<file path="config.mk">
export PLATFORM = sky130hd
export DESIGN_NAME = hex_scan_ctrl_flat
export DESIGN_NICKNAME = d
export VERILOG_FILES = /design/src/rtl/hex_scan_ctrl_if.sv /design/src/rtl/hex_scan_ctrl.sv /design/src/flat_wrapper.sv
export SDC_FILE = /design/constraint.sdc
export NUM_CORES = 1
export LEC_CHECK = 0
export CORE_MARGIN = 10
export CORE_UTILIZATION = 38
export CTS_CLUSTER_SIZE = 30
export DETAILED_ROUTE_END_ITERATION = 10
export REMOVE_ABC_BUFFERS = 1
export SLEW_MARGIN = 20
export SYNTH_ARGS = -nofsm -noshare
export SYNTH_HDL_FRONTEND = slang
export SYNTH_SLANG_ARGS = --single-unit
</file>
<file path="constraint.sdc">
create_clock -name clk_clk -period 7.8 [get_ports clk_clk]
set_clock_uncertainty 0.15 [all_clocks]
set_input_delay 1.17 -clock clk_clk [delete_from_list [all_inputs] [get_ports clk_clk]]
set_output_delay 1.17 -clock clk_clk [all_outputs]
set_load 0.1 [all_outputs]
</file>
<file path="src/rtl/hex_scan_ctrl_if.sv">
// Bundle of the processor-facing PIO signals and the display-facing
// outputs of the seven-segment scan controller.
interface hex_scan_ctrl_if;
  logic       enable;
  logic [7:0] hex0_in;
  logic [7:0] hex1_in;
  logic [7:0] hex2_in;
  logic [7:0] hex3_in;
  logic [3:0] bright_in;
  logic [7:0] seg_out;
  logic [3:0] dig_out;
  logic       frame_tick;

  // Processor / PIO side: supplies patterns and brightness, observes outputs.
  modport master (
    output enable, hex0_in, hex1_in, hex2_in, hex3_in, bright_in,
    input  seg_out, dig_out, frame_tick
  );

  // Scan controller side.
  modport slave (
    input  enable, hex0_in, hex1_in, hex2_in, hex3_in, bright_in,
    output seg_out, dig_out, frame_tick
  );
endinterface

</file>
<file path="src/rtl/hex_scan_ctrl.sv">
// Four-digit seven-segment scan controller. Each digit gets a blanking gap
// (all digits off, segment bus already switched to the new pattern) followed
// by an ON phase split into 16 PWM slots. Digit patterns and brightness are
// captured once per frame so a frame never shows a half-updated display.
module hex_scan_ctrl #(
  parameter int DIGIT_CYCLES   = 50000,
  parameter int BLANK_CYCLES   = 500,
  parameter int SEG_ACTIVE_LOW = 1,
  parameter int DIG_ACTIVE_LOW = 1
) (
  input  logic           clk_clk,
  input  logic           reset_reset,
  hex_scan_ctrl_if.slave bus
);

  localparam int SLOT_CYCLES = DIGIT_CYCLES / 16;
  localparam int PHASE_MAX   = (BLANK_CYCLES > SLOT_CYCLES) ? BLANK_CYCLES : SLOT_CYCLES;
  localparam int PW          = (PHASE_MAX > 1) ? $clog2(PHASE_MAX) : 1;

  localparam logic [PW-1:0] BLANK_LAST = PW'(BLANK_CYCLES - 1);
  localparam logic [PW-1:0] SLOT_LAST  = PW'(SLOT_CYCLES - 1);

  // XOR masks that turn "1 = lit / selected" into pin polarity; the mask
  // itself is also the all-off pin value.
  localparam logic [7:0] SEG_INV = (SEG_ACTIVE_LOW != 0) ? 8'hFF : 8'h00;
  localparam logic [3:0] DIG_INV = (DIG_ACTIVE_LOW != 0) ? 4'hF : 4'h0;

  typedef enum logic [1:0] {
    IDLE  = 2'd0,
    BLANK = 2'd1,
    ON    = 2'd2
  } state_t;

  state_t        state_reg, state_next;
  logic [1:0]    digit_reg, digit_next;
  logic [PW-1:0] phase_reg, phase_next;
  logic [3:0]    slot_reg, slot_next;
  logic [3:0]    bright_snap_reg;
  logic [7:0]    snap_reg [4];
  logic [7:0]    seg_reg, seg_next;
  logic [3:0]    dig_reg, dig_next;
  logic          tick_reg, tick_next;
  logic          frame_start;
  logic [7:0]    seg_pattern;
  logic [7:0]    hex_in [4];

  assign hex_in[0] = bus.hex0_in;
  assign hex_in[1] = bus.hex1_in;
  assign hex_in[2] = bus.hex2_in;
  assign hex_in[3] = bus.hex3_in;

  // State, counters and registered outputs; reset drives pins inactive at once.
  always_ff @(posedge clk_clk or posedge reset_reset) begin
    if (reset_reset) begin
      state_reg <= IDLE;
      digit_reg <= 2'd0;
      phase_reg <= '0;
      slot_reg  <= 4'd0;
      seg_reg   <= SEG_INV;
      dig_reg   <= DIG_INV;
      tick_reg  <= 1'b0;
    end else begin
      state_reg <= state_next;
      digit_reg <= digit_next;
      phase_reg <= phase_next;
      slot_reg  <= slot_next;
      seg_reg   <= seg_next;
      dig_reg   <= dig_next;
      tick_reg  <= tick_next;
    end
  end

  // Per-frame snapshot of patterns and brightness, taken only at frame start.
  always_ff @(posedge clk_clk or posedge reset_reset) begin
    if (reset_reset) begin
      bright_snap_reg <= 4'd0;
      for (int i = 0; i < 4; i++) snap_reg[i] <= 8'h00;
    end else if (frame_start) begin
      bright_snap_reg <= bus.bright_in;
      for (int i = 0; i < 4; i++) snap_reg[i] <= hex_in[i];
    end
  end

  // Next-state sequencing, then outputs derived from where the FSM lands
  // so the registered pins line up with the state they belong to.
  always_comb begin
    state_next  = state_reg;
    digit_next  = digit_reg;
    phase_next  = phase_reg + 1'b1;
    slot_next   = slot_reg;
    frame_start = 1'b0;
    tick_next   = 1'b0;
    seg_pattern = 8'h00;
    seg_next    = SEG_INV;
    dig_next    = DIG_INV;

    if (!bus.enable) begin
      state_next = IDLE;
      digit_next = 2'd0;
      phase_next = '0;
      slot_next  = 4'd0;
    end else begin
      case (state_reg)
        IDLE: begin
          state_next  = BLANK;
          digit_next  = 2'd0;
          phase_next  = '0;
          slot_next   = 4'd0;
          frame_start = 1'b1;
        end
        BLANK: begin
          if (phase_reg == BLANK_LAST) begin
            state_next = ON;
            phase_next = '0;
            slot_next  = 4'd0;
          end
        end
        ON: begin
          if (phase_reg == SLOT_LAST) begin
            phase_next = '0;
            if (slot_reg == 4'd15) begin
              state_next = BLANK;
              slot_next  = 4'd0;
              if (digit_reg == 2'd3) begin
                digit_next  = 2'd0;
                frame_start = 1'b1;
                tick_next   = 1'b1;
              end else begin
                digit_next = digit_reg + 2'd1;
              end
            end else begin
              slot_next = slot_reg + 4'd1;
            end
          end
        end
        default: begin
          state_next = IDLE;
          digit_next = 2'd0;
          phase_next = '0;
          slot_next  = 4'd0;
        end
      endcase
    end

    // At frame start the snapshot registers are still being written, so the
    // first digit's pattern comes straight from the input.
    seg_pattern = frame_start ? hex_in[0] : snap_reg[digit_next];
    if (state_next != IDLE) seg_next = seg_pattern ^ SEG_INV;
    if (state_next == ON && slot_next <= bright_snap_reg)
      dig_next = (4'b0001 << digit_next) ^ DIG_INV;
  end

  assign bus.seg_out    = seg_reg;
  assign bus.dig_out    = dig_reg;
  assign bus.frame_tick = tick_reg;

endmodule

</file>
<file path="src/flat_wrapper.sv">
// flat-port wrapper written by rule: the top's interface ports become plain ports
module hex_scan_ctrl_flat 
#(
  parameter int DIGIT_CYCLES   = 50000,
  parameter int BLANK_CYCLES   = 500,
  parameter int SEG_ACTIVE_LOW = 1,
  parameter int DIG_ACTIVE_LOW = 1
)
  (clk_clk, reset_reset, bus_enable, bus_hex0_in, bus_hex1_in, bus_hex2_in, bus_hex3_in, bus_bright_in, bus_seg_out, bus_dig_out, bus_frame_tick);
  hex_scan_ctrl_if bus_i ();
  input  logic clk_clk;
  input  logic reset_reset;
  input wire logic [$bits(bus_i.enable)-1:0] bus_enable;
  input wire logic [$bits(bus_i.hex0_in)-1:0] bus_hex0_in;
  input wire logic [$bits(bus_i.hex1_in)-1:0] bus_hex1_in;
  input wire logic [$bits(bus_i.hex2_in)-1:0] bus_hex2_in;
  input wire logic [$bits(bus_i.hex3_in)-1:0] bus_hex3_in;
  input wire logic [$bits(bus_i.bright_in)-1:0] bus_bright_in;
  output wire logic [$bits(bus_i.seg_out)-1:0] bus_seg_out;
  output wire logic [$bits(bus_i.dig_out)-1:0] bus_dig_out;
  output wire logic [$bits(bus_i.frame_tick)-1:0] bus_frame_tick;
  assign bus_i.enable = bus_enable;
  assign bus_i.hex0_in = bus_hex0_in;
  assign bus_i.hex1_in = bus_hex1_in;
  assign bus_i.hex2_in = bus_hex2_in;
  assign bus_i.hex3_in = bus_hex3_in;
  assign bus_i.bright_in = bus_bright_in;
  assign bus_seg_out = bus_i.seg_out;
  assign bus_dig_out = bus_i.dig_out;
  assign bus_frame_tick = bus_i.frame_tick;
  hex_scan_ctrl #(.DIGIT_CYCLES(DIGIT_CYCLES), .BLANK_CYCLES(BLANK_CYCLES), .SEG_ACTIVE_LOW(SEG_ACTIVE_LOW), .DIG_ACTIVE_LOW(DIG_ACTIVE_LOW)) u_core (.clk_clk(clk_clk), .reset_reset(reset_reset), .bus(bus_i));
endmodule
</file>
* Word-level counts from Yosys, hierarchy flattened
Cells that the tools add are included.
** Storage, ports and cells
- Logic and storage cells :: 63
- Register bits after elaboration :: 69
- Output and inout bits :: 13
- Bits of input ports :: 39
** Operators by class
- Shifts and indexed selects :: 1
- Equality and inequality tests :: 7
- Bitwise gates (word level) :: 3
- Multiplexer cells :: 32
- $add $sub $neg :: 3
- Reduce and logical (&&, ||, !) cells :: 3
- Magnitude comparators :: 2
** Operator list (number)
- two-way mux 12 bit :: 3
- two-way mux 8 bit :: 4
- one-hot mux 12 bit (2 select lines) :: 1
- two-way mux 4 bit :: 5
- binary-select mux 8 bit (select 2 bit) :: 1
- two-way mux 2 bit :: 8
- adder 12 x 1 -> 12 bit, second input constant :: 1
- == test 12 bit, second input constant :: 1
- == test 12 x 9 -> 1 bit, second input constant :: 1
- inverter 8 bit :: 1
- one-hot mux 4 bit (2 select lines) :: 1
- == test 2 bit, second input constant :: 3
- two-way mux 1 bit :: 6
- one-hot mux 2 bit (3 select lines) :: 1
- adder 4 x 1 -> 4 bit, second input constant :: 1
- == test 4 bit, second input constant :: 1
- less-or-equal comparator 4 bit :: 1
- inverter 4 bit :: 1
- one-hot mux 2 bit (2 select lines) :: 1
- left shift 1 x 2 -> 4 bit, first input constant :: 1
- greater-or-equal comparator 3 bit, second input constant :: 1
- inverter 2 -> 3 bit :: 1
- adder 2 x 1 -> 2 bit, second input constant :: 1
- == test 2 x 1 -> 1 bit, second input constant :: 1
- other kinds (4) :: 4

* Longest topological paths before layout
- Depth after elaboration :: 13
- Mapped depth :: 14
- Gate-level depth less buffers :: 14

* Worst setup path before layout
Ideal clock, no wire load.
- Path type :: input to register
- Start point :: in bus_enable
- End point :: reg u_core.dig_reg[2], in the netlist u_core.bus.dig_out[2]
- Path buffers :: 1
- Stages on the path :: 10
- Data arrival time :: 2.625 ns
- Required time :: 7.563 ns
- Setup time :: 0.087 ns
- Setup slack :: 4.938 ns
- Cells stage by stage :: and2_1 buf_1 o21ai_0 ha_1 nor2b_1 o21a_1 o21a_1 o21a_1 nor4_1 nand2_1
** Between the ends
- Word-level cells in the longest chain between the ends :: 4
- Elaborated cells between the ends (all ways) :: 9
- Those cells by class :: 1 x order compare; 1 x eq/ne; 1 x shift; 4 x mux; 1 x bitwise; 1 x reduce/logical
** RTL lines
- from (decl) :: RTL line flat_wrapper.sv:13 : input wire logic [$bits(bus_i.enable)-1:0] bus_enable;
- two-way mux 4 bit / two-way mux 2 bit (equally long branches) :: RTL line hex_scan_ctrl.sv:97 : if (!bus.enable) begin
- less-or-equal comparator 4 bit, or another cell as far along :: RTL line hex_scan_ctrl.sv:149 : if (state_next == ON && slot_next <= bright_snap_reg)
- logical AND 1 bit / inverter 4 bit (equally long branches)
- two-way mux 4 bit * :: RTL line hex_scan_ctrl.sv:149
- net u_core.dig_next[2] :: RTL line hex_scan_ctrl.sv:41 : logic [3:0] dig_reg, dig_next;
- to (signal assigned) :: RTL line hex_scan_ctrl.sv:68 : dig_reg <= dig_next;
- to (decl) :: RTL line hex_scan_ctrl.sv:41
Mark *: on every way through the listed nets, which the timed path passes. The rest lies on a longest branch.
A chain may end at the register's enable or synchronous reset.

* Worst setup path in the final report
- Start point :: reg u_core.state_reg[0]
- End point :: reg u_core.dig_reg[3], in the netlist u_core.bus.dig_out[3]
** Between the ends
- Elaborated cells between the ends (all ways) :: 18
- Those cells by class :: 1 x order compare; 3 x eq/ne; 1 x shift; 10 x mux; 1 x bitwise; 2 x reduce/logical
** RTL lines
- from (decl) :: RTL line hex_scan_ctrl.sv:34 : state_t state_reg, state_next;
- from (signal assigned) :: RTL line hex_scan_ctrl.sv:63 : state_reg <= state_next;
- == test 2 bit / == test 2 x 1 -> 1 bit (equally long branches) :: RTL line hex_scan_ctrl.sv:103 : case (state_reg)
- one-hot mux 4 bit (2 select lines) * :: RTL line hex_scan_ctrl.sv:103
- two-way mux 4 bit * :: RTL line hex_scan_ctrl.sv:97
- net u_core.slot_next[2] :: RTL line hex_scan_ctrl.sv:37 : logic [3:0] slot_reg, slot_next;
- less-or-equal comparator 4 bit * :: RTL line hex_scan_ctrl.sv:149
- logical AND 1 bit * :: RTL line hex_scan_ctrl.sv:149
- two-way mux 4 bit * :: RTL line hex_scan_ctrl.sv:149
- net u_core.dig_next[3] :: RTL line hex_scan_ctrl.sv:41
Marked as above.

==> run_results.csv <==
group,metric,value,unit
placement,placed_cells,475,
cts,cts-resized-gates,0,
synthesis,synth-xor-area-share,0.02241,
setup_path,reg2reg_depth,12,
synthesis,synth.distinct_cells,53,
global_route,grt_max_degree,70,
floorplan,die_w,116.2,um
power,powerDensity,192.9,mW/mm^2
placement,dp_hpwl,5.760,mm
global_route,grt_pass1_vias,2717,
drt,dr.pass1.iters,4,
sta,timing.fmax,283.3,MHz
drt,dr_total_vias,2624,
synthesis,async_flop_share,1.000,
synthesis,ys_seq_area_frac,0.4952,
sta,finalSetupViolations,0,
synthesis,syn_inst,323,
cts,cts_root_buf,"clkbuf_8",
setup_path,critPathMaxFanout,12,
layout,areaGrowthSynthToFinish,22.91,%
cts,post_cts_buffers,0,
layout,layout_common_cells,"dfrtp_1, clkdlybuf4s50_1, mux2_2",
drt,drt_iter0_markers,131,
setup_path,cp.arrival,3.65,ns
setup_path,required,7.92,ns
drt,viasPerCell,5.344,
cts,clock_latency,0.35,ns
power,p_leak,1.848,nW
sta,slew_viol_final,0,
setup_path,cp_slowest_stage_delay,0.49,ns
cts,cts.path.max_buffers,2,
synthesis,synth_ff_type,"dfrtp_1",
setup_path,rrSetupSlack,4.27,ns
power,ir_worst_vdd,0.09447,mV
global_route,grt.overflow.total,0,
sta,tightest_slew,0.9835,ns
sta,period_share,0.4525,
synthesis,synth-simple-area-share,0.1757,
global_route,grt_usage,0.1310,
cts,cts_sinks,69,
synthesis,synth_adder_area_share,0.04269,
setup_path,timing.critical_path.mode_cell,"o21a_1",
setup_path,startpoint,"u_core.state_reg[0]$_DFF_PP0_",
floorplan,pin_count,52,
synthesis,ys_seq_elements,69,
drt,finalWirelength,8.262,mm
cts,cts_tree,"built",
synthesis,yosysTopAreaCellShare,0.4055,
status,outcome,"completed",
layout,finalNonFillerCells,491,
layout,fin_nets,426,
setup_path,critPathSlowestCell,"nor4_4",
synthesis,synthMuxAreaShare,0.08929,
setup_path,cp_top_family,"compound AO/OA/AOI/OAI gates",
placement,gp_congestion,0.8302,
layout,fillers,870,
placement,port_buffers,51,
global_route,grt_antenna_before_repair,0,
synthesis,synth.avg_cell_area,10.89,sq um
synthesis,synth_edf_count,0,
synthesis,synth_compound_area_frac,0.1409,
drt,routedWlPerCell,16.83,um
synthesis,synth_warnings,0,
setup_path,cp-start-kind,"flop",
sta,rsz0062_at_grt,"no",
setup_path,cp_num_buf_inv,2,
floorplan,rows,35,
layout,layout-drive-gt1-share,0.1947,
sta,finalHoldViolations,0,
drt,ant_nets,0,
min_path,whs_endpoint,"u_core.snap_reg[30]$_DFFE_PP0P_",
setup_path,regToRegStartpoint,"u_core.state_reg[0]$_DFF_PP0_",
global_route,grt_pass1_wl,13.88,mm
setup_path,critPathKind,"reg2reg",
sta,setup-tns-final,0,ns
synthesis,synth_top_family_by_area,"simple AND/OR/NAND/NOR gates",
run,max_cap_viol_count,0,
cts,path_clk_slew,0.08,ns
drt,drc,0,
floorplan,dieArea,0.01350,sq mm
sta,slew_headroom,0.3423,
cts,cts_max_level,3,
min_path,min_from,"u_core.snap_reg[30]$_DFFE_PP0P_",
setup_path,end_kind,"flop",
floorplan,coreArea,0.009109,sq mm
sta,finalCriticalPeriod,3.529,ns
synthesis,synthTopCellsByArea,"dfrtp_1, dfstp_2, mux2_2, ha_1, nand3_1",
floorplan,die_y,116.2,um
layout,final_common_cell,"dfrtp_1",
floorplan,initial_utilization,0.3861,
min_path,holdCritPathClass,"reg2reg",
setup_path,r2r-end,"u_core.bus.dig_out[3]$_DFF_PP1_",
layout,n_antenna_cell,0,
cts,cts-hold-fix-buffers,0,
synthesis,synth_top_cell_by_area,"dfrtp_1",
synthesis,syn_area,0.003517,sq mm
min_path,hold_depth,1,
setup_path,crit_path_cell_trace,"inv_1 -> ha_1 -> inv_1 -> nor4_4 -> a21oi_1 -> a211oi_1 -> ha_1 -> o21a_1 -> o21a_1 -> o21a_1 -> nor4_1 -> nand2_1",
layout,largest_reg_flops,32,
cts,cts_buffers,9,
[worst max-delay path by stage]
stage	slack, ns	cells past startpoint	to
final	4.27	12	u_core.bus.dig_out[3]$_DFF_PP1_
after CTS	4.25	12	u_core.bus.dig_out[2]$_DFF_PP1_
after floorplan	4.76	1	u_core.bright_snap_reg[0]$_DFFE_PP0P_
after detailed placement	4.02	9	u_core.bus.dig_out[3]$_DFF_PP1_
after global placement	4.12	9	u_core.bus.dig_out[3]$_DFF_PP1_
after global routing	4.00	12	u_core.bus.dig_out[2]$_DFF_PP1_
[kinds of logic after synthesis]
logic type / Yosys count
mux: 28
compound gates: 74
xor+xnor: 9
buf+inv: 27
fa+ha+maj: 12
simple gates: 104
flops: 69
[cells in the mapped netlist, types with 2 or more instances]
| cell | n |
|---|---|
| dfrtp_1 | 57 |
| mux2_2 | 27 |
| nand3_1 | 22 |
| a21oi_1 | 18 |
| nand2_1 | 18 |
| nor2_1 | 18 |
| o21ai_0 | 17 |
| inv_1 | 14 |
| and2_1 | 13 |
| dfstp_2 | 12 |
| ha_1 | 12 |
| a21o_1 | 8 |
| o31ai_1 | 7 |
| and3_1 | 5 |
| buf_2 | 5 |
| xor2_1 | 5 |
| and4_1 | 4 |
| clkbuf_1 | 4 |
| nand4_1 | 4 |
| o21ai_1 | 4 |
| xnor2_1 | 4 |
| buf_4 | 3 |
| nor2b_1 | 3 |
| nor4_1 | 3 |
| o21a_1 | 3 |
| a211o_1 | 2 |
| a22oi_1 | 2 |
| nor4_2 | 2 |
| nor4_4 | 2 |
| o31ai_2 | 2 |
[area by class of cell]
cell class	count	area, sq um	area share
Clock buffer	11	141.4	0.03271
Clock inverter	5	58.81	0.01360
Inverter	14	52.55	0.01216
Multi-Input combinational cell	227	1657	0.3832
Sequential cell	69	1742	0.4029
Tap cell	111	138.9	0.03213
Timing Repair Buffer	54	533.0	0.1233
[per-stage QoR]
step | worst slack, ns | hold slack, ns | cell area (sq um) | power (W) | utilization
finish | 4.271 | 0.3318 | 4323 | 0.0008340 | 0.4746
global route | 3.998 | 0.3629 | 4323 | 0.0008751 | 0.4746
CTS | 4.249 | 0.3371 | 4323 | 0.0008465 | 0.4746
detailed placement | 4.022 | 0.3189 | 4123 | 0.0005456 | 0.4526
global placement | 4.116 | 0.3078 | 4123 | 0.0005427 | 0.4526
floorplan | 4.760 | 0.2988 | 3451 | 0.0004998 | -
[where the power goes]
part	internal (W)	total (W)	leakage [nW]	switching, W
sequential	0.000392	0.000408	0.845	0.0000159
combinational	0.0000601	0.000129	0.907	0.0000690
clock	0.000157	0.000297	0.0959	0.000140
total	0.000610	0.000834	1.85	0.000224
[per-layer routing]
| layer | GRT usage | vias to the layer above | share of wire |
|---|---|---|---|
| li1 | - | 1268 | - |
| met1 | 0.1633 | 1284 | 0.46 |
| met2 | 0.2093 | 64 | 0.47 |
| met3 | 0.05444 | 8 | 0.067 |
| met5 | 0 | - | 0 |
| met4 | 0.02502 | 0 | 0.0074 |
(Power assumes the default switching activity.)
